`src/rtl/dmem_arb_pkg.sv`:
```
// Shared types and widths for the CPU/debug DMEM arbiter.
// Read-owner encoding and the starve counter width helper live here.
package dmem_arb_pkg;

  localparam int ADDR_W     = 16;
  localparam int DATA_W     = 16;
  localparam int STATS_W    = 16;
  localparam int STARVE_LIM = 4;

  typedef enum logic [1:0] {
    R_IDLE = 2'd0,
    R_CPU  = 2'd1,
    R_DBG  = 2'd2
  } rown_e;

  function automatic int cnt_w(input int lim);
    return (lim < 1) ? 1 : $clog2(lim + 1);
  endfunction

endpackage

```
`src/rtl/dmem_arb_sat_counter.sv`:
```
// Saturating up-counter with enable and synchronous clear.
// Clear dominates enable; the count holds once it reaches MAX.
module dmem_arb_sat_counter #(
  parameter int          W   = 16,
  parameter logic [W-1:0] MAX = '1
) (
  input  logic         clk,
  input  logic         clr_i,
  input  logic         en_i,
  output logic [W-1:0] cnt_o
);

  logic [W-1:0] cnt_q, cnt_d;

  always_comb begin
    cnt_d = cnt_q;
    if (clr_i)
      cnt_d = '0;
    else if (en_i && (cnt_q != MAX))
      cnt_d = cnt_q + 1'b1;
  end

  always_ff @(posedge clk) begin
    cnt_q <= cnt_d;
  end

  assign cnt_o = cnt_q;

endmodule

```
`src/rtl/dmem_arbiter.sv`:
```
// Single-port DMEM arbiter: CPU priority with a debug starvation guard.
// Optional stats ports/counters enabled by DMEM_ARB_STATS_EN.
module dmem_arbiter
  import dmem_arb_pkg::*;
#(
  parameter int ADDR_WIDTH   = ADDR_W,
  parameter int DATA_WIDTH   = DATA_W,
  parameter int STARVE_LIMIT = STARVE_LIM
) (
  input  logic                  clk,
  input  logic                  reset,
  input  logic                  cpu_req,
  input  logic                  cpu_we,
  input  logic [ADDR_WIDTH-1:0] cpu_addr,
  input  logic [DATA_WIDTH-1:0] cpu_wdata,
  output logic                  cpu_stall,
  output logic                  cpu_rvalid,
  output logic [DATA_WIDTH-1:0] cpu_rdata,
  input  logic                  dbg_req,
  input  logic                  dbg_we,
  input  logic [ADDR_WIDTH-1:0] dbg_addr,
  input  logic [DATA_WIDTH-1:0] dbg_wdata,
  output logic                  dbg_gnt,
  output logic                  dbg_rvalid,
  output logic [DATA_WIDTH-1:0] dbg_rdata,
  output logic                  mem_en,
  output logic                  mem_we,
  output logic [ADDR_WIDTH-1:0] mem_addr,
  output logic [DATA_WIDTH-1:0] mem_wdata,
  input  logic [DATA_WIDTH-1:0] mem_rdata
`ifdef DMEM_ARB_STATS_EN
  ,
  output logic [STATS_W-1:0]    conflict_cnt,
  output logic [STATS_W-1:0]    stall_cnt
`endif
);

  localparam int           SW   = cnt_w(STARVE_LIMIT);
  localparam logic [SW-1:0] SLIM = SW'(STARVE_LIMIT);

  logic          both;
  logic          force_dbg;
  logic          cpu_gnt;
  logic [SW-1:0] starve_q;
  rown_e         rown_q, rown_d;

  assign both      = cpu_req & dbg_req;
  assign force_dbg = both & (starve_q == SLIM);
  assign cpu_gnt   = cpu_req & ~force_dbg;
  assign dbg_gnt   = dbg_req & (~cpu_req | force_dbg);
  assign cpu_stall = cpu_req & ~cpu_gnt;

  always_comb begin
    mem_en    = (cpu_gnt | dbg_gnt) & ~reset;
    mem_we    = 1'b0;
    mem_addr  = '0;
    mem_wdata = '0;
    unique case (1'b1)
      cpu_gnt: begin
        mem_we    = cpu_we;
        mem_addr  = cpu_addr;
        mem_wdata = cpu_wdata;
      end
      dbg_gnt: begin
        mem_we    = dbg_we;
        mem_addr  = dbg_addr;
        mem_wdata = dbg_wdata;
      end
      default: ;
    endcase
  end

  // Lost conflicts count up; any debug grant or idle debug resets the guard
  dmem_arb_sat_counter #(
    .W   (SW),
    .MAX (SLIM)
  ) u_starve (
    .clk   (clk),
    .clr_i (reset | dbg_gnt | ~dbg_req),
    .en_i  (both & cpu_gnt),
    .cnt_o (starve_q)
  );

  always_comb begin
    rown_d = R_IDLE;
    unique case (1'b1)
      cpu_gnt & ~cpu_we: rown_d = R_CPU;
      dbg_gnt & ~dbg_we: rown_d = R_DBG;
      default: ;
    endcase
  end

  always_ff @(posedge clk) begin
    if (reset)
      rown_q <= R_IDLE;
    else
      rown_q <= rown_d;
  end

  // Reset in the return cycle drops the pending read data
  assign cpu_rvalid = (rown_q == R_CPU) & ~reset;
  assign dbg_rvalid = (rown_q == R_DBG) & ~reset;
  assign cpu_rdata  = cpu_rvalid ? mem_rdata : '0;
  assign dbg_rdata  = dbg_rvalid ? mem_rdata : '0;

`ifdef DMEM_ARB_STATS_EN
  dmem_arb_sat_counter #(
    .W   (STATS_W),
    .MAX ('1)
  ) u_conf (
    .clk   (clk),
    .clr_i (reset),
    .en_i  (both),
    .cnt_o (conflict_cnt)
  );

  dmem_arb_sat_counter #(
    .W   (STATS_W),
    .MAX ('1)
  ) u_stall (
    .clk   (clk),
    .clr_i (reset),
    .en_i  (cpu_stall),
    .cnt_o (stall_cnt)
  );
`endif

endmodule

```
`config.mk`:
```
export PLATFORM = sky130hd
export DESIGN_NAME = dmem_arbiter
export DESIGN_NICKNAME = d
export VERILOG_FILES = /design/src/rtl/dmem_arb_pkg.sv /design/src/rtl/dmem_arb_sat_counter.sv /design/src/rtl/dmem_arbiter.sv
export SDC_FILE = /design/constraint.sdc
export NUM_CORES = 1
export LEC_CHECK = 0
export CAP_MARGIN = 15
export CORE_UTILIZATION = 23
export CTS_CLUSTER_SIZE = 25
export DETAILED_ROUTE_END_ITERATION = 12
export PLACE_DENSITY = 0.86
export SLEW_MARGIN = 5
export SYNTH_ARGS = -nofsm -noshare
export SYNTH_HDL_FRONTEND = slang
export SYNTH_HIERARCHICAL = 1
export SYNTH_SLANG_ARGS = --single-unit
export TNS_END_PERCENT = 50
```
`constraint.sdc`:
```
create_clock -name clk -period 1.8 [get_ports clk]
set_input_delay 0.45 -clock clk [delete_from_list [all_inputs] [get_ports clk]]
set_output_delay 0.45 -clock clk [all_outputs]
set_load 0.02 [all_outputs]
```
==> flow_summary_export.csv, run 1 <==
group,metric,value,unit
global_routing,antenna_found_initial,0,
finish,post-route-util,66.9,%
sta,fmax,500,MHz
sta,fin_crit_sh,111,%
detailed_routing,vias,1792,
finish,nets,436,
logic_synthesis,ys.flop_type,"dfxtp_1",
logic_synthesis,synth_area_leader_cell,"mux2i_1",
job,maxCapViolCount,0,
logic_synthesis,synth_cell_types,27,
worst_setup_path,cp-start-kind,"register",
die,initial_core_util,24.6,%
detailed_routing,dr_wl_met2,2960,um
global_routing,grt_max_degree,37,
worst_hold_path,worstHoldPathType,"input port to register",
global_routing,track_usage,18.0,%
finish,diodes,0,
die,die_w,74.0,um
logic_synthesis,syn_area_per_cell,6.90,sq um
logic_synthesis,synth_top_area_share,28.5,%
place,portBuffers,155,
status,status,"finished with violations",
sta,tns,-5.52,ns
clocking,ctsHoldBuffers,0,
worst_setup_path,crit_chain,"nand2_4, o31ai_4, buf_6, buf_12, mux2i_4, buf_6",
logic_synthesis,syn_nets,261,
die,die_h,74.0,um
detailed_routing,met1_length,1600,um
power,p_total,1.02,mW
clocking,insertion_delay,0.22,ns
global_routing,grt_pass1_wl,7650,um
sta,slew-limit-headroom,85.5,%
logic_synthesis,synth_edf_count,0,
die,dieArea,5480,sq um
status,violations,"negative setup slack",
detailed_routing,dr.pass1.iters,4,
sta,rsz0062_at_grt,"yes",
power,leakage,1.58,nW
power,irDropWorstVdd,0.161,mV
sta,drv_slew,0,
die,core_area,4850,sq um
clocking,cts_tree,"yes",
logic_synthesis,synth_area_leaders,"mux2i_1, and2_1, inv_1",
worst_setup_path,crit_path_frequent_cell,"buf_6",
logic_synthesis,netlist_area,1190,sq um
sta,fin_skew,0.000409,ns
finish,areaGrowthSynthToFinish,172,%
logic_synthesis,ys_seq_area_share,8.39,%
finish,fillers,382,
worst_setup_path,cp_slowest_cell,"dfxtp_4",
worst_setup_path,cp-end-kind,"output port",
sta,fin_crit,2.00,ns
detailed_routing,wl_met3,654,um
finish,drive_gt1_share,40.3,%
sta,worst_pin_slew,0.218,ns
detailed_routing,drtIter0Drc,17,
clocking,cts_buffer_depth,2,
clocking,ctsRootBufferMaster,"clkbuf_8",
power,power_per_cell_area,314,nW/um^2
logic_synthesis,yosys_warnings,6,
clocking,htreeDepth,1,
clocking,cts_inserted_buffers,3,
detailed_routing,ant_nets,0,
detailed_routing,wl_per_cell,12.8,um
logic_synthesis,yosys-top-cells-count,"inv_1, mux2i_1, and2_1, nand2_1, dfxtp_1",
die,ioPinCount,156,
sta,fin_ws,-0.198,ns
worst_setup_path,cp_max_fo,8,
detailed_routing,drcViolationCount,0,
detailed_routing,wl,5310,um
global_routing,grt_pass1_vias,1796,
sta,finalHoldViolations,0,
place,post-place-ws,-1.21,ns
global_routing,grt-ovfl-total,0,
detailed_routing,dr.max_layer_used,"met4",
detailed_routing,avgViaCountPerCell,4.33,
clocking,clkSlewWorstSetupHoldPaths,0.04,ns
logic_synthesis,yosysMostFrequentCell,"inv_1",
die,rows,25,
sta,holdWs,0.539,ns
worst_setup_path,arrival,1.55,ns
place,dp_hpwl,4110,um
sta,setup_viol,35,
clocking,cts_sinks,5,
logic_synthesis,synthArstFlopShare,0,%
place,gp_congestion,0.790,
logic_synthesis,ys_seq_elements,5,
worst_setup_path,max_stage_delay,0.35,ns
logic_synthesis,synthCells,173,
worst_setup_path,cp.required,1.35,ns
worst_setup_path,path_class,"register to output port",
[critical path, delay by kind of cell, from the launching register on]
kind,cells,cell delay (ns)
AOI/OAI and AO/OA,1,0.17
buffers and inverters,3,0.50
DFF,1,0.35
muxes,1,0.25
and+or+nand+nor,1,0.05
[routing by layer]
| metal | GRT usage (%) | vias to the layer above |
|---|---|---|
| li1 | - | 885 |
| met1 | 15.9 | 787 |
| met2 | 36.6 | 112 |
| met3 | 6.23 | 8 |
| met4 | 6.62 | 0 |
| met5 | 0 | - |
[kinds of logic after synthesis]
logic type,count (synthesis),synth area share [%]
AO/OA/AOI/OAI,3,3.77
adder cells (fa/ha/maj),2,2.10
buffers and inverters,46,18.2
flip-flops,5,8.39
multiplexers,35,29.8
AND/OR/NAND/NOR,82,37.7
[stage by stage]
step	cell area, sq um	std cells
2_1_floorplan	1420	173
3_3_place_gp	3090	399
3_5_place_dp	3090	399
4_1_cts	3220	415
5_1_grt	3240	414
6_report	3240	414
[state kept, by name (all words and copies together) (netlist names)]
register and count:
u_starve/cnt_o 3, rown_q 2
[cell usage in the layout (no fill, tap or decap), types with 3 or more instances in the layout]
| cell type | instances |
|---|---|
| inv_1 | 36 |
| nand2_1 | 33 |
| clkbuf_8 | 3 |
| clkdlybuf4s50_1 | 82 |
| and2_1 | 24 |
| buf_2 | 18 |
| buf_12 | 4 |
| and2_4 | 9 |
| clkdlybuf4s15_2 | 3 |
| buf_6 | 35 |
| mux2i_1 | 15 |
| mux2i_4 | 17 |
| nor2_1 | 4 |
| buf_4 | 35 |
[area by class of cell]
class	count	area [sq um]	area share, %
clock buffers	4	45.0	1.39
multi-input cells	122	1150	35.5
flip-flops and latches	5	106	3.28
well taps	67	83.8	2.58
repair buffers	180	1720	53.1
inverters	36	135	4.17
[final timing paths]
path	slack, ns	from	to	depth (start not counted)
hold reg to reg	0.65	u_starve/cnt_o[1]$_SDFFE_PP0P_	u_starve/cnt_o[1]$_SDFFE_PP0P_	3
setup / recovery	-0.20	u_starve/cnt_o[2]$_SDFFE_PP0P_	mem_wdata[12]	6
hold / removal	0.54	reset	rown_q[0]$_SDFF_PP0_	3
setup reg to reg	0.22	u_starve/cnt_o[2]$_SDFFE_PP0P_	u_starve/cnt_o[0]$_SDFFE_PP0P_	7
[power breakdown]
group / internal (mW) / switching [mW] / total [mW]
Sequential: 0.112 / 0.00198 / 0.114
Combinational: 0.410 / 0.284 / 0.695
Clock: 0.152 / 0.0560 / 0.208
[timing repair]
item	4_1_cts	5_1_grt
cloned	5	0
endpoints found under the setup margin	73	71
buffers inserted	7	2
pin swaps	3	5
gates resized for setup	360	45
(Power assumes the default switching activity.)
==> run 2, diff against run 1 <==
- CTS_CLUSTER_DIAMETER: unset -> 50
==> results of run 2 <==
Final layout, timing and power as in run 1 (identical DEF).
==> run 3, diff against run 2 <==
- PLACE_DENSITY: 0.86 -> 0.75
==> flow_summary_export.csv, run 3 (synthesized netlist as in run 1, its figures left out) <==
group,metric,value,unit
global_routing,grt_max_degree,37,
finish,largest_register_ff_count,3,
worst_setup_path,cp-start-kind,"register",
power,irDropWorstVdd,0.172,mV
place,portBuffers,155,
global_routing,grt_pass1_wl,7600,um
worst_hold_path,min_path_cells,3,
clocking,ctsRootBufferMaster,"clkbuf_8",
worst_setup_path,reg2reg_depth,7,
sta,worst_pin_slew,0.266,ns
clocking,ctsHoldBuffers,0,
global_routing,grt-ovfl-total,0,
global_routing,track_usage,18.0,%
finish,design_area,3210,sq um
worst_setup_path,r2r_slack,0.13,ns
detailed_routing,vias,1786,
status,violations,"negative setup slack",
worst_setup_path,r2r-start,"u_starve/cnt_o[2]$_SDFFE_PP0P_",
place,gp_congestion,0.813,
finish,layout_common_cells,"clkdlybuf4s50_1, buf_4, inv_1, nand2_1, and2_1",
clocking,cts_sinks,5,
finish,mostFrequentLayoutCell,"clkdlybuf4s50_1",
die,core_area,4850,sq um
sta,tns,-7.81,ns
status,status,"finished with violations",
clocking,insertion_delay,0.22,ns
sta,fin_crit,2.10,ns
finish,areaGrowthSynthToFinish,169,%
detailed_routing,drtIter0Drc,17,
power,power_per_cell_area,318,nW/um^2
finish,nets,440,
finish,fillers,433,
worst_setup_path,cp_max_fo,5,
power,p_total,1.02,mW
finish,drive_gt1_share,37.6,%
clocking,cts_inserted_buffers,3,
worst_hold_path,min_delay_worst_endpoint,"rown_q[1]$_SDFF_PP0_",
sta,fin_skew,0.00140,ns
global_routing,grt_pass1_vias,1658,
clocking,cts_tree,"yes",
power,leakage,1.61,nW
sta,rsz0062_at_grt,"yes",
die,ioPinCount,156,
die,dieArea,5480,sq um
sta,slew-limit-headroom,82.3,%
sta,fin_ws,-0.297,ns
job,maxCapViolCount,0,
sta,fin_crit_sh,116,%
die,rows,25,
place,placedInstanceArea,3090,sq um
worst_hold_path,min_from,"reset",
sta,setup_viol,34,
clocking,cts_buffer_depth,2,
detailed_routing,wl,5170,um
worst_setup_path,cp-end-kind,"output port",
global_routing,antenna_found_initial,0,
sta,drv_slew,0,
die,die_h,74.0,um
finish,diodes,0,
detailed_routing,ant_nets,0,
worst_setup_path,cp.required,1.35,ns
clocking,htreeDepth,1,
sta,finalHoldViolations,0,
worst_setup_path,arrival,1.65,ns
worst_setup_path,path_class,"register to output port",
clocking,clkSlewWorstSetupHoldPaths,0.04,ns
worst_setup_path,worstReg2RegEnd,"u_starve/cnt_o[0]$_SDFFE_PP0P_",
detailed_routing,avgViaCountPerCell,4.27,
die,die_w,74.0,um
finish,post-route-util,66.3,%
sta,fmax,477,MHz
die,initial_core_util,24.6,%
worst_hold_path,worstHoldPathType,"input port to register",
detailed_routing,dr.pass1.iters,4,
place,dp_hpwl,3980,um
detailed_routing,drcViolationCount,0,
detailed_routing,wl_per_cell,12.4,um
## run 3: cell count changes in the layout (fill, tap and decap cells not counted), sizes merged
cell,before,now
clkbuf,4,6
bufbuf,0,1
buf,94,96
dlygate4sd2,0,2
clkdlybuf4s15,4,1
## run 3: per-layer routing
layer  wire length [um]  global-route usage, %  up-vias
li1                   -                      -      893
met1               1780                   17.5      783
met2               2690                   35.2      108
met3                678                   6.50        2
met4                 27                   5.13        0
met5                  0                      0        -
## run 3: how the worst max path moves through the flow
stage | startpoint | to | slack (ns) | depth (start not counted)
floorplan | dbg_req | mem_wdata[10] | -0.18 | 6
global placement | dbg_req | mem_addr[8] | -1.21 | 6
detailed placement | dbg_req | mem_wdata[14] | -1.24 | 6
CTS | u_starve/cnt_o[2]$_SDFFE_PP0P_ | mem_addr[11] | -0.29 | 8
global route | u_starve/cnt_o[2]$_SDFFE_PP0P_ | mem_wdata[10] | -0.35 | 8
finish | u_starve/cnt_o[2]$_SDFFE_PP0P_ | mem_addr[11] | -0.30 | 8
## run 3: timing repair
item,4_1_cts,5_1_grt
cloned,5,1
pin swaps,3,0
setup endpoints to repair,73,59
resized for setup,332,36
setup buffers,8,1
hold endpoints to repair,0,0
## run 3: cell type report
class	instances	area (sq um)	area share, %
clock buffers	4	45.0	1.40
repair buffers	184	1740	54.2
inverters	36	135	4.21
flip-flops and latches	5	108	3.35
multi-input cells	122	1100	34.2
well taps	67	83.8	2.61
## run 3: per-stage QoR
step                      hold WS [ns]  setup WS (ns)  cells
final                            0.606         -0.297    418
after global routing             0.618         -0.355    418
after CTS                        0.626         -0.293    417
after detailed placement         0.662          -1.24    400
after global placement           0.652          -1.21    400
after floorplan                  0.522         -0.183    173
## run 3: where the power goes
| part | switching (mW) | internal [mW] | leakage, nW |
|---|---|---|---|
| clock network | 0.0557 | 0.152 | 0.0228 |
| logic | 0.278 | 0.421 | 1.55 |
| registers | 0.00166 | 0.112 | 0.0427 |
## run 3: worst max-delay path: stages (launching register included)
cell and delay, ns:
dfxtp_4 0.36, nand2_4 0.06, o31ai_4 0.20, buf_6 0.14, buf_6 0.10, buf_16 0.11
buf_6 0.10, mux2i_1 0.19, buf_4 0.17
==> RTL edit, RTL diff (settings of run 1) <==
The option `DMEM_ARB_STATS_EN` is turned on by a define.
--- a/src/rtl/dmem_arbiter.sv
+++ b/src/rtl/dmem_arbiter.sv
@@ -1,4 +1,6 @@
 // Single-port DMEM arbiter: CPU priority with a debug starvation guard.
 // Optional stats ports/counters enabled by DMEM_ARB_STATS_EN.
+`define DMEM_ARB_STATS_EN
+
 module dmem_arbiter
   import dmem_arb_pkg::*;
Formal check against the unedited RTL (old outputs only; new: conflict_cnt and stall_cnt): equivalent (Yosys induction, for registers that start in step).
==> RTL edit against run 1 <==
- clock skew rose by 0.0043 ns
- area after synthesis rose by 140%
- sequential share of layout area rose by 9.0 points
- non-clock buffer count rose by 67
- global-route usage fell by 0.64 points
- final area rose by 89%
- the flow still finishes with violations (negative setup slack)
- die area rose by 140%
- setup slack got worse by 0.20 ns
- power rose to 2.7 times the old value
- sequential cell count rose by 32
- worst hold slack got worse by 0.0081 ns
- wire length rose by 120%
==> RTL edit: results (changes against run 1) <==
| Stage | Metric | This run | Change |
|---|---|---|---|
| synthesis | Portion of the post-synthesis area used by sequential elements | 0.2548 | was 0.08386 |
| route | Number of DRC violations after detailed-routing iteration 0 | 141 | was 17 |
| route | DRT met1 WL | 4642 microns | was 1601 microns |
| run status | Violated checks | negative setup slack | unchanged |
| sta | Setup slack after layout | -0.3942 ns | was -0.1980 ns |
| clocking | H-tree levels | 2 | was 1 |
| route | Post-DR vias/cell | 4.630 | was 4.329 |
| worst setup path | Internal reg-to-reg setup slack | -0.10 ns | was 0.22 ns |
| worst setup path | Termination of the worst setup path | mem_addr[14] | was mem_wdata[12] |
| route | Wirelength per Cell | 15.02 microns | was 12.82 microns |
| clocking | Clock Sinks | 37 | was 5 |
| sta | Clock skew after layout | 0.004699 ns | was 0.0004095 ns |
| run status | Result of the run | finished, violations left | unchanged |
| synthesis | Number of distinct library cell variants in the gate-level netlist after synthesis | 45 | was 27 |
| clocking | Clock root buffer | sky130_fd_sc_hd__clkbuf_16 | was sky130_fd_sc_hd__clkbuf_8 |
| synthesis | Leading cell types by count after synthesis | sky130_fd_sc_hd__nand2_1, sky130_fd_sc_hd__inv_1, sky130_fd_sc_hd__dfxtp_1 | was sky130_fd_sc_hd__inv_1, sky130_fd_sc_hd__mux2i_1, sky130_fd_sc_hd__and2_1, sky130_fd_sc_hd__nand2_1, sky130_fd_sc_hd__dfxtp_1 |
| layout | Final net count | 699 | was 436 |
| layout | Non-clock buffer count | 247 | was 180 |
| clocking | Total clock buffers created by CTS | 5 | was 3 |
| pwr | Switching share of power | 0.2653 | was 0.3366 |
| hold path | Cell depth of the worst min-delay path | 2 | was 3 |
| layout | Multi-input gate area in the final layout | 2316 sq um | was 1151 sq um |
| global route | Total global routing track utilization | 0.1732 | was 0.1797 |
| layout | Share of final-layout standard cells stronger than drive strength 1 | 0.3902 | was 0.4035 |
| clocking | Clock insertion delay at the later pin of the skew report | 0.29 ns | was 0.22 ns |
| sta | Final number of setup-violating endpoints | 72 | was 35 |
| layout | Layout buffering overhead excluding clock cells | 0.4103 | was 0.5309 |
| layout | Non-clock inverter count in the final layout | 42 | was 36 |
| placement | Half-perimeter wire length after detailed placement | 8050 microns | was 4110 microns |
RTL edit: changes by cell type after synthesis, sizes merged, moves of 6 or more:
| cell | change |
|---|---|
| a21oi | +20 |
| and4 | +6 |
| dfxtp | +32 |
| inv | +6 |
| nand2 | +14 |
| nand3 | +12 |
| nand4 | +8 |
| nor2 | +13 |
| nor3 | +8 |
| nor4 | +6 |
| o21ai | +8 |
| o31ai | +11 |
| or3 | +6 |
| or4 | +14 |
RTL edit: routing by layer:
metal  track usage  vias up
met4       0.05195        0
met1        0.1949     1679
met2        0.3192      127
li1              -     1782
met5             0        -
met3       0.04394       14
RTL edit: kinds of logic after synthesis:
| logic type | synth area share |
|---|---|
| mux | 0.1369 |
| xor+xnor | 0.01205 |
| flops | 0.2548 |
| compound gates | 0.1081 |
| simple gates | 0.3719 |
| buf+inv | 0.09901 |
| fa+ha+maj | 0.01722 |
RTL edit: power groups by stage:
stage	logic (uW)	registers, uW	clock network (uW)
2_1_floorplan	351	848	0
3_3_place_gp	721	845	0
3_5_place_dp	731	846	0
4_1_cts	816	828	1100
5_1_grt	849	828	1140
6_report	809	828	1060
RTL edit: timing repair:
item / 4_1_cts / 5_1_grt
setup endpoints to repair: 122 / 99
hold buffers: 0 / 0
cloned: 8 / 0
resized for setup: 460 / 60
setup buffers: 15 / 5
pin swaps: 15 / 11
RTL edit: per-stage QoR:
stage / hold slack [ns] / area, sq um / setup TNS [ns]
floorplan: 0.5096 / 3207 / -0.2471
global placement: 0.5170 / 5483 / -74.54
detailed placement: 0.5258 / 5483 / -76.62
CTS: 0.5354 / 6045 / -14.32
global route: 0.5722 / 6130 / -17.93
finish: 0.5311 / 6130 / -13.02
